## config.mk

```make
export PLATFORM = sky130hd
export DESIGN_NAME = mem_arbiter
export DESIGN_NICKNAME = d
export VERILOG_FILES = /design/src/rtl/mem_arbiter.sv
export SDC_FILE = /design/constraint.sdc
export NUM_CORES = 1
export LEC_CHECK = 0
export ABC_AREA = 1
export ABC_CLOCK_PERIOD_IN_PS = 3000
export CAP_MARGIN = 20
export CORE_AREA = 2 2 107 109
export CTS_CLUSTER_DIAMETER = 100
export CTS_CLUSTER_SIZE = 20
export DETAILED_ROUTE_END_ITERATION = 10
export DIE_AREA = 0 0 109 111
export PLACE_DENSITY_LB_ADDON = 0.25
export RECOVER_POWER = 50
export SLEW_MARGIN = 10
export SYNTH_ARGS = -nofsm -noshare
export SYNTH_HDL_FRONTEND = slang
export SYNTH_SLANG_ARGS = --single-unit
```

## constraint.sdc

```tcl
create_clock -name clk -period 3 [get_ports clk]
set_clock_uncertainty 0.1 [all_clocks]
set_input_delay 0.45 -clock clk [delete_from_list [all_inputs] [get_ports clk]]
set_output_delay 0.45 -clock clk [all_outputs]
set_load 0.02 [all_outputs]
```

## src/rtl/mem_arbiter.sv

```systemverilog
// mem_arbiter: shares one single-port memory between instruction fetch and
// load/store. Data normally wins arbitration. A starvation counter forces a
// fetch grant after STARVE_LIMIT consecutive denied cycles. Misaligned accesses
// are still granted, but never reach memory, and complete with an error.
// Completion (rvalid/rdata/err) is returned one cycle after the grant.
module mem_arbiter #(
  parameter int DATA_WIDTH   = 32,
  parameter int STARVE_LIMIT = 4
) (
  input  logic                  clk,
  input  logic                  rst_n,
  // instruction fetch port
  input  logic                  if_req,
  input  logic [DATA_WIDTH-1:0] if_addr,
  output logic                  if_gnt,
  output logic                  if_rvalid,
  output logic [DATA_WIDTH-1:0] if_rdata,
  output logic                  if_err,
  // load/store port
  input  logic                  d_req,
  input  logic                  d_we,
  input  logic [DATA_WIDTH-1:0] d_addr,
  input  logic [DATA_WIDTH-1:0] d_wdata,
  input  logic [1:0]            d_access_type,
  output logic                  d_gnt,
  output logic                  d_rvalid,
  output logic [DATA_WIDTH-1:0] d_rdata,
  output logic                  d_err,
  // memory port
  output logic [DATA_WIDTH-1:0] mem_addr,
  output logic [DATA_WIDTH-1:0] mem_data_in,
  output logic                  mem_read,
  output logic                  mem_write,
  output logic [1:0]            mem_access_type,
  input  logic [DATA_WIDTH-1:0] mem_data_out
);

  // Access-width encoding shared with the core's ISA definitions.
  localparam logic [1:0] BYTE_MEM_ACCESS = 2'd0;
  localparam logic [1:0] HALF_MEM_ACCESS = 2'd1;
  localparam logic [1:0] WORD_MEM_ACCESS = 2'd2;

  localparam int CW = $clog2(STARVE_LIMIT + 1);
  localparam logic [CW-1:0] LIMIT = CW'(STARVE_LIMIT);

  // Request issued to memory in the grant cycle.
  typedef struct packed {
    logic [DATA_WIDTH-1:0] addr;
    logic [DATA_WIDTH-1:0] wdata;
    logic [1:0]            atype;
    logic                  we;
  } req_t;

  // Completion record captured at the grant edge.
  typedef struct packed {
    logic owner;  // 1 = data port, 0 = fetch port
    logic err;    // access was misaligned
    logic rd;     // memory was read; rdata comes from mem_data_out
  } cpl_t;

  // Invalid access widths are treated as misaligned.
  function automatic logic is_aligned(input logic [1:0] atype, input logic [1:0] lsb);
    case (atype)
      BYTE_MEM_ACCESS: is_aligned = 1'b1;
      HALF_MEM_ACCESS: is_aligned = ~lsb[0];
      WORD_MEM_ACCESS: is_aligned = (lsb == 2'b00);
      default:         is_aligned = 1'b0;
    endcase
  endfunction

  logic [CW-1:0] starve_cnt;
  logic          fetch_pri;
  req_t          iss;
  logic          iss_ok;
  logic          any_gnt;
  logic [1:0]    vld_pipe;
  cpl_t          cpl_q;

  // Fetch takes priority only once it has been starved long enough.
  assign fetch_pri = (starve_cnt == LIMIT);
  assign if_gnt    = if_req & (~d_req | fetch_pri);
  assign d_gnt     = d_req & ~(if_req & fetch_pri);
  assign any_gnt   = if_gnt | d_gnt;

  // Select the granted request and check its alignment.
  always_comb begin
    iss    = '0;
    iss_ok = 1'b0;
    if (if_gnt) begin
      iss.addr  = if_addr;
      iss.atype = WORD_MEM_ACCESS;
      iss_ok    = is_aligned(WORD_MEM_ACCESS, if_addr[1:0]);
    end else if (d_gnt) begin
      iss.addr  = d_addr;
      iss.wdata = d_wdata;
      iss.atype = d_access_type;
      iss.we    = d_we;
      iss_ok    = is_aligned(d_access_type, d_addr[1:0]);
    end
  end

  // Misaligned grants keep the buses visible but suppress the strobes.
  assign mem_addr        = iss.addr;
  assign mem_data_in     = iss.wdata;
  assign mem_access_type = iss.atype;
  assign mem_read        = any_gnt & iss_ok & ~iss.we;
  assign mem_write       = any_gnt & iss_ok &  iss.we;

  // Count consecutive cycles where fetch asks but is refused, saturating.
  always_ff @(posedge clk or negedge rst_n) begin
    if (!rst_n)                    starve_cnt <= '0;
    else if (!if_req || if_gnt)    starve_cnt <= '0;
    else if (!fetch_pri)           starve_cnt <= starve_cnt + CW'(1);
  end

  // Stage 0 is the grant itself; stage 1 is the completion cycle.
  assign vld_pipe[0] = any_gnt;

  // Capture owner/error/read-type at each grant for next-cycle completion.
  always_ff @(posedge clk or negedge rst_n) begin
    if (!rst_n) begin
      vld_pipe[1] <= 1'b0;
      cpl_q       <= '0;
    end else begin
      vld_pipe[1] <= vld_pipe[0];
      cpl_q       <= '{owner: d_gnt, err: ~iss_ok, rd: iss_ok & ~iss.we};
    end
  end

  // Route the completion to its owner; the other port stays quiet.
  assign if_rvalid = vld_pipe[1] & ~cpl_q.owner;
  assign d_rvalid  = vld_pipe[1] &  cpl_q.owner;
  assign if_err    = if_rvalid & cpl_q.err;
  assign d_err     = d_rvalid  & cpl_q.err;
  assign if_rdata  = (if_rvalid & cpl_q.rd) ? mem_data_out : '0;
  assign d_rdata   = (d_rvalid  & cpl_q.rd) ? mem_data_out : '0;

endmodule

```

; ---- Word level (Yosys, flattened, before mapping)
; Index checks and enable logic that the tools add are counted.
[classes]
addsub = 1
eq_ne = 4
mux = 12
bitwise_logic = 21
reduce_logical = 5
[op_table]
columns = operator, n
row1 = 32-bit two-way mux, 4
row2 = 67-bit two-way mux, 1
row3 = 1-bit AND, 13
row4 = 2-bit zero test, 3
row5 = 3-bit two-way mux, 2
row6 = 1-bit NOT, 6
row7 = "3-bit by 1-bit adder with 3-bit output, second input constant", 1
row8 = "3-bit == test, second input constant", 1
row9 = 1-bit two-way mux, 3
row10 = 1-bit one-hot mux with 3 select lines, 1
row11 = "2-bit by 1-bit == test with 1-bit output, second input constant", 1
row12 = "2-bit == test, second input constant", 1
row13 = 2-bit two-way mux, 1
row14 = "2-bit by 1-bit inequality test with 1-bit output, second input constant", 1
row15 = 1-bit bitwise OR, 2
row16 = 1-bit zero test, 1
row17 = 1-bit logical OR, 1
[totals]
reg_bits = 7
input_bits = 135
out_inout_bits = 138
word_cells = 48

; ---- Depth between registers and ports, before layout
[depth]
depth_word = 8
mapped_depth = 9
depth_no_buf = 9

; ---- Worst setup path before layout
; OpenSTA, ideal clock, no wires.
[synth_timing]
path_type = register -> output
startpoint = register cpl_q[2] in the netlist's numbering
endpoint = output if_rdata[10]
t_arrival_ns = 1.412
required_time_ns = 2.450
path_slack_ns = 1.038
path_stages_with_launch = 5
n_path_buf = 1
path_cell_list = dfrtp_1 nor2_1 nand2_1 clkbuf_1 nor2_1
[synth_via]
elab_chain_len = 4
[synth_rtl]
columns = element, line
row1 = start: declaration, 77  ; cpl_t cpl_q;
row2 = start signal: assignment, 126  ; cpl_q <= '{owner: d_gnt, err: ~iss_ok, rd: iss_ok & ~iss.we};
row3 = 1-bit NOT, 131  ; assign if_rvalid = vld_pipe[1] & ~cpl_q.owner;
row4 = 1-bit AND, 131
row5 = net if_rvalid, 16  ; output logic if_rvalid,
row6 = 1-bit AND, 135  ; assign if_rdata = (if_rvalid & cpl_q.rd) ? mem_data_out : '0;
row7 = 32-bit two-way mux, 135
row8 = end: declaration, 17  ; output logic [DATA_WIDTH-1:0] if_rdata,
; The timed path passes the listed nets, and every way through them passes these cells.

; ---- Worst setup path after layout
[layout_timing]
startpoint = input d_req
endpoint = output mem_addr[25]
[layout_via]
elab_chain_len = 4
word_cells_on_any_way = 6
cone_classes = 2 x mux / 4 x bitwise
[layout_rtl]
columns = element, line
row1 = start: declaration, 20  ; input logic d_req,
row2 = 1-bit NOT, 81  ; assign if_gnt = if_req & (~d_req | fetch_pri);
row3 = 1-bit bitwise OR, 81
row4 = 1-bit AND, 81
row5 = 32-bit two-way mux *, 89  ; if (if_gnt) begin
row6 = end: declaration, 30  ; output logic [DATA_WIDTH-1:0] mem_addr,
; Every way passes the cells marked *; elsewhere a longest branch is shown, timed or not.

==> impl_metrics.ini <==
[outcome]
status = completed

[drt]
vias_per_cell = 3.66
drtIter0Drc = 152
routed_wirelength_um = 8220
postRouteAntennaNets = 0
vias = 2692
drtPass1Iterations = 4
drc_errors = 0
wl_per_cell_um = 11.2

[worst_hold_path]
min_path_type = reg2reg
hold_path_depth = 1
min_from = starve_cnt[0]
holdPathEnd = starve_cnt[0]

[power_and_ir_drop]
seq_power_share_pct = 11.1
peakVddDrop_mv = 0.116
report.power.total_uw = 928
p_sw_uw = 321
p_int_uw = 608
p_comb_share_pct = 64.9
leakagePower_uw = 0.00234
p_per_area_nw_per_um2 = 210
p_clk_share_pct = 24.0
switching_share_pct = 34.6

[placed_design]
placed_cells = 730
dpl.hpwl_um = 7250
gp_congestion = 0.790
portBuffers = 272

[finish]
layout-drive-gt1-share_pct = 3.21
layout_commonest_cell = clkdlybuf4s50_1
mostFrequentLayoutCells = 210 x clkdlybuf4s50_1, 106 x nand2_1, 103 x nor2_1
fin_nets = 729
areaGrowthSynthToFinish_pct = 201
final_cells = 735

[sta]
fin_crit_ps = 2850
timing.slew.headroom_pct = 57.1
setup_viol_count_final = 0
hold_viol_final = 0
rsz0062_at_grt = false
fin_crit_sh_pct = 94.9
fmax_ghz = 0.351
finalMaxSlewViolations = 0
tightest_slew_ps = 643
tns_ps = 0

[cts]
clk_path_buf_depth = 2
cts_buffers = 3
cts_setup_buffers = 0
cts_root_buf = clkbuf_16
h-tree-depth = 1
cts_tree = built
post_cts_resized = 0
holdBufCountCts = 0
cts.clk_slew.worst_paths_ps = 40
insertion_delay_ps = 230
cts_sinks = 7

[die]
initial_core_util_pct = 13.2
pin_count = 273
die_h_um = 111
die_w_um = 109
dieArea_um2 = 12100
num_rows = 39
core_area_um2 = 11100

[worst_setup_path]
slowest_stage = clkdlybuf4s50_1
worst_r2r_endpoint = cpl_q[0]
ff2ff_path_depth = 9
arrival_ps = 2300
path_max_fanout = 10
r2r-start = starve_cnt[0]
cp-start-kind = input port
slowest_delay_ps = 610
crit_type = in2out
path_common_cell = nand2_1
end_kind = output pin
crit_chain = clkdlybuf4s50_1 > nand2_2 > nand2_1 > inv_4 > buf_4 > nand2_1 > nand2_1 > clkdlybuf4s50_1
r2r_setup_slack_ps = 1520
required_ps = 2450
cp-startpoint = d_req

[logic_synthesis]
ys_seq_area_share_pct = 11.9
synthCells = 322
ys_warn_count = 0
synth-xor-area-share_pct = 0.597
synth-seq-cells = 7
netlist_area_um2 = 1470
ys_top_cells_by_area = nand2_1 27%, nor2_1 26%, inv_1 19%
synthAdderAreaFrac_pct = 1.71
synth_top_area_share_pct = 27.1
yosys.area_share.simple_pct = 56.3
synth_compound_area_share_pct = 2.39
synth_nets = 459
ys_types = 16
syn_avg_cell_area_um2 = 4.56
synth_top_family_by_area = simple AND/OR/NAND/NOR gates
synth.largest_area_cell = nand2_1
muxShareOfSynthArea_pct = 0

[grt]
antenna_found_initial = 1
groute.usage.overall_pct = 12.2
overflow = 0
grt_pass1_vias = 2540
grt_max_degree = 35
grt_pass1_wl_um = 11900

[run]
drv_cap = 0
==> worst max-delay path by stage <==
| stage | end | slack [ps] | cells past startpoint |
|---|---|---|---|
| CTS | mem_addr[23] | 80 | 8 |
| finish | mem_addr[25] | 150 | 8 |
| detailed placement | mem_addr[23] | 70 | 8 |
| global route | mem_write | 40 | 8 |
| global placement | mem_addr[29] | 150 | 8 |
| floorplan | if_rdata[10] | 1040 | 4 |
==> state kept, by name (all words and copies together) (netlist names) <==
signal	cells
cpl_q	3
starve_cnt	3
vld_pipe	1
==> synth_stat cells, drive strengths merged <==
library cell / number
nor3: 3
nor2: 103
clkbuf: 3
o21ai: 4
nor3b: 1
xnor2: 1
inv: 77
ha: 2
buf: 12
dfrtp: 7
nand2: 109
==> layout make-up <==
type	count	area (um2)
fillers	1181	6660
repair buffers	280	2790
multi-input cells	223	895
inverters	77	292
well taps	143	179
flip-flops and latches	7	175
clock buffers	4	78.8
diodes	1	2.50
==> critical path: cells and delay by family <==
kind                   cells  cell delay, ps
buffers and inverters      4            1460
AND/OR/NAND/NOR            4             400
==> kinds of logic (layout without fill, tap and decap cells) <==
family | Yosys count | after routing
AO/OA/AOI/OAI | 4 | 4
XOR/XNOR | 1 | 1
adder cells (fa/ha/maj) | 2 | 2
buffers and inverters | 92 | 361
flip-flops | 7 | 7
other | 0 | 1
AND/OR/NAND/NOR | 216 | 216
==> per-layer routing <==
metal | GRT usage, % | share of wire [%]
met5 | 0 | 0
met4 | 3.42 | 1.4
met3 | 4.12 | 13
met2 | 23.7 | 51
met1 | 11.9 | 35
==> power groups by stage <==
stage	registers, uW	logic, uW	clock network (uW)
final	103	603	223
after floorplan	103	242	0
after global routing	104	648	230
after CTS	103	622	226
after global placement	104	617	0
after detailed placement	104	620	0
==> through the flow <==
| step | util, % | setup slack, ps | cell area [um2] | hold slack [ps] |
|---|---|---|---|---|
| final | 39.9 | 153 | 4410 | 364 |
| after global routing | 39.8 | 36.0 | 4410 | 402 |
| after CTS | 39.8 | 75.4 | 4410 | 369 |
| after detailed placement | 39.1 | 72.7 | 4330 | 365 |
| after global placement | 39.1 | 149 | 4330 | 362 |
| after floorplan | - | 1040 | 1470 | 54.4 |
(Power assumes the default switching activity.)
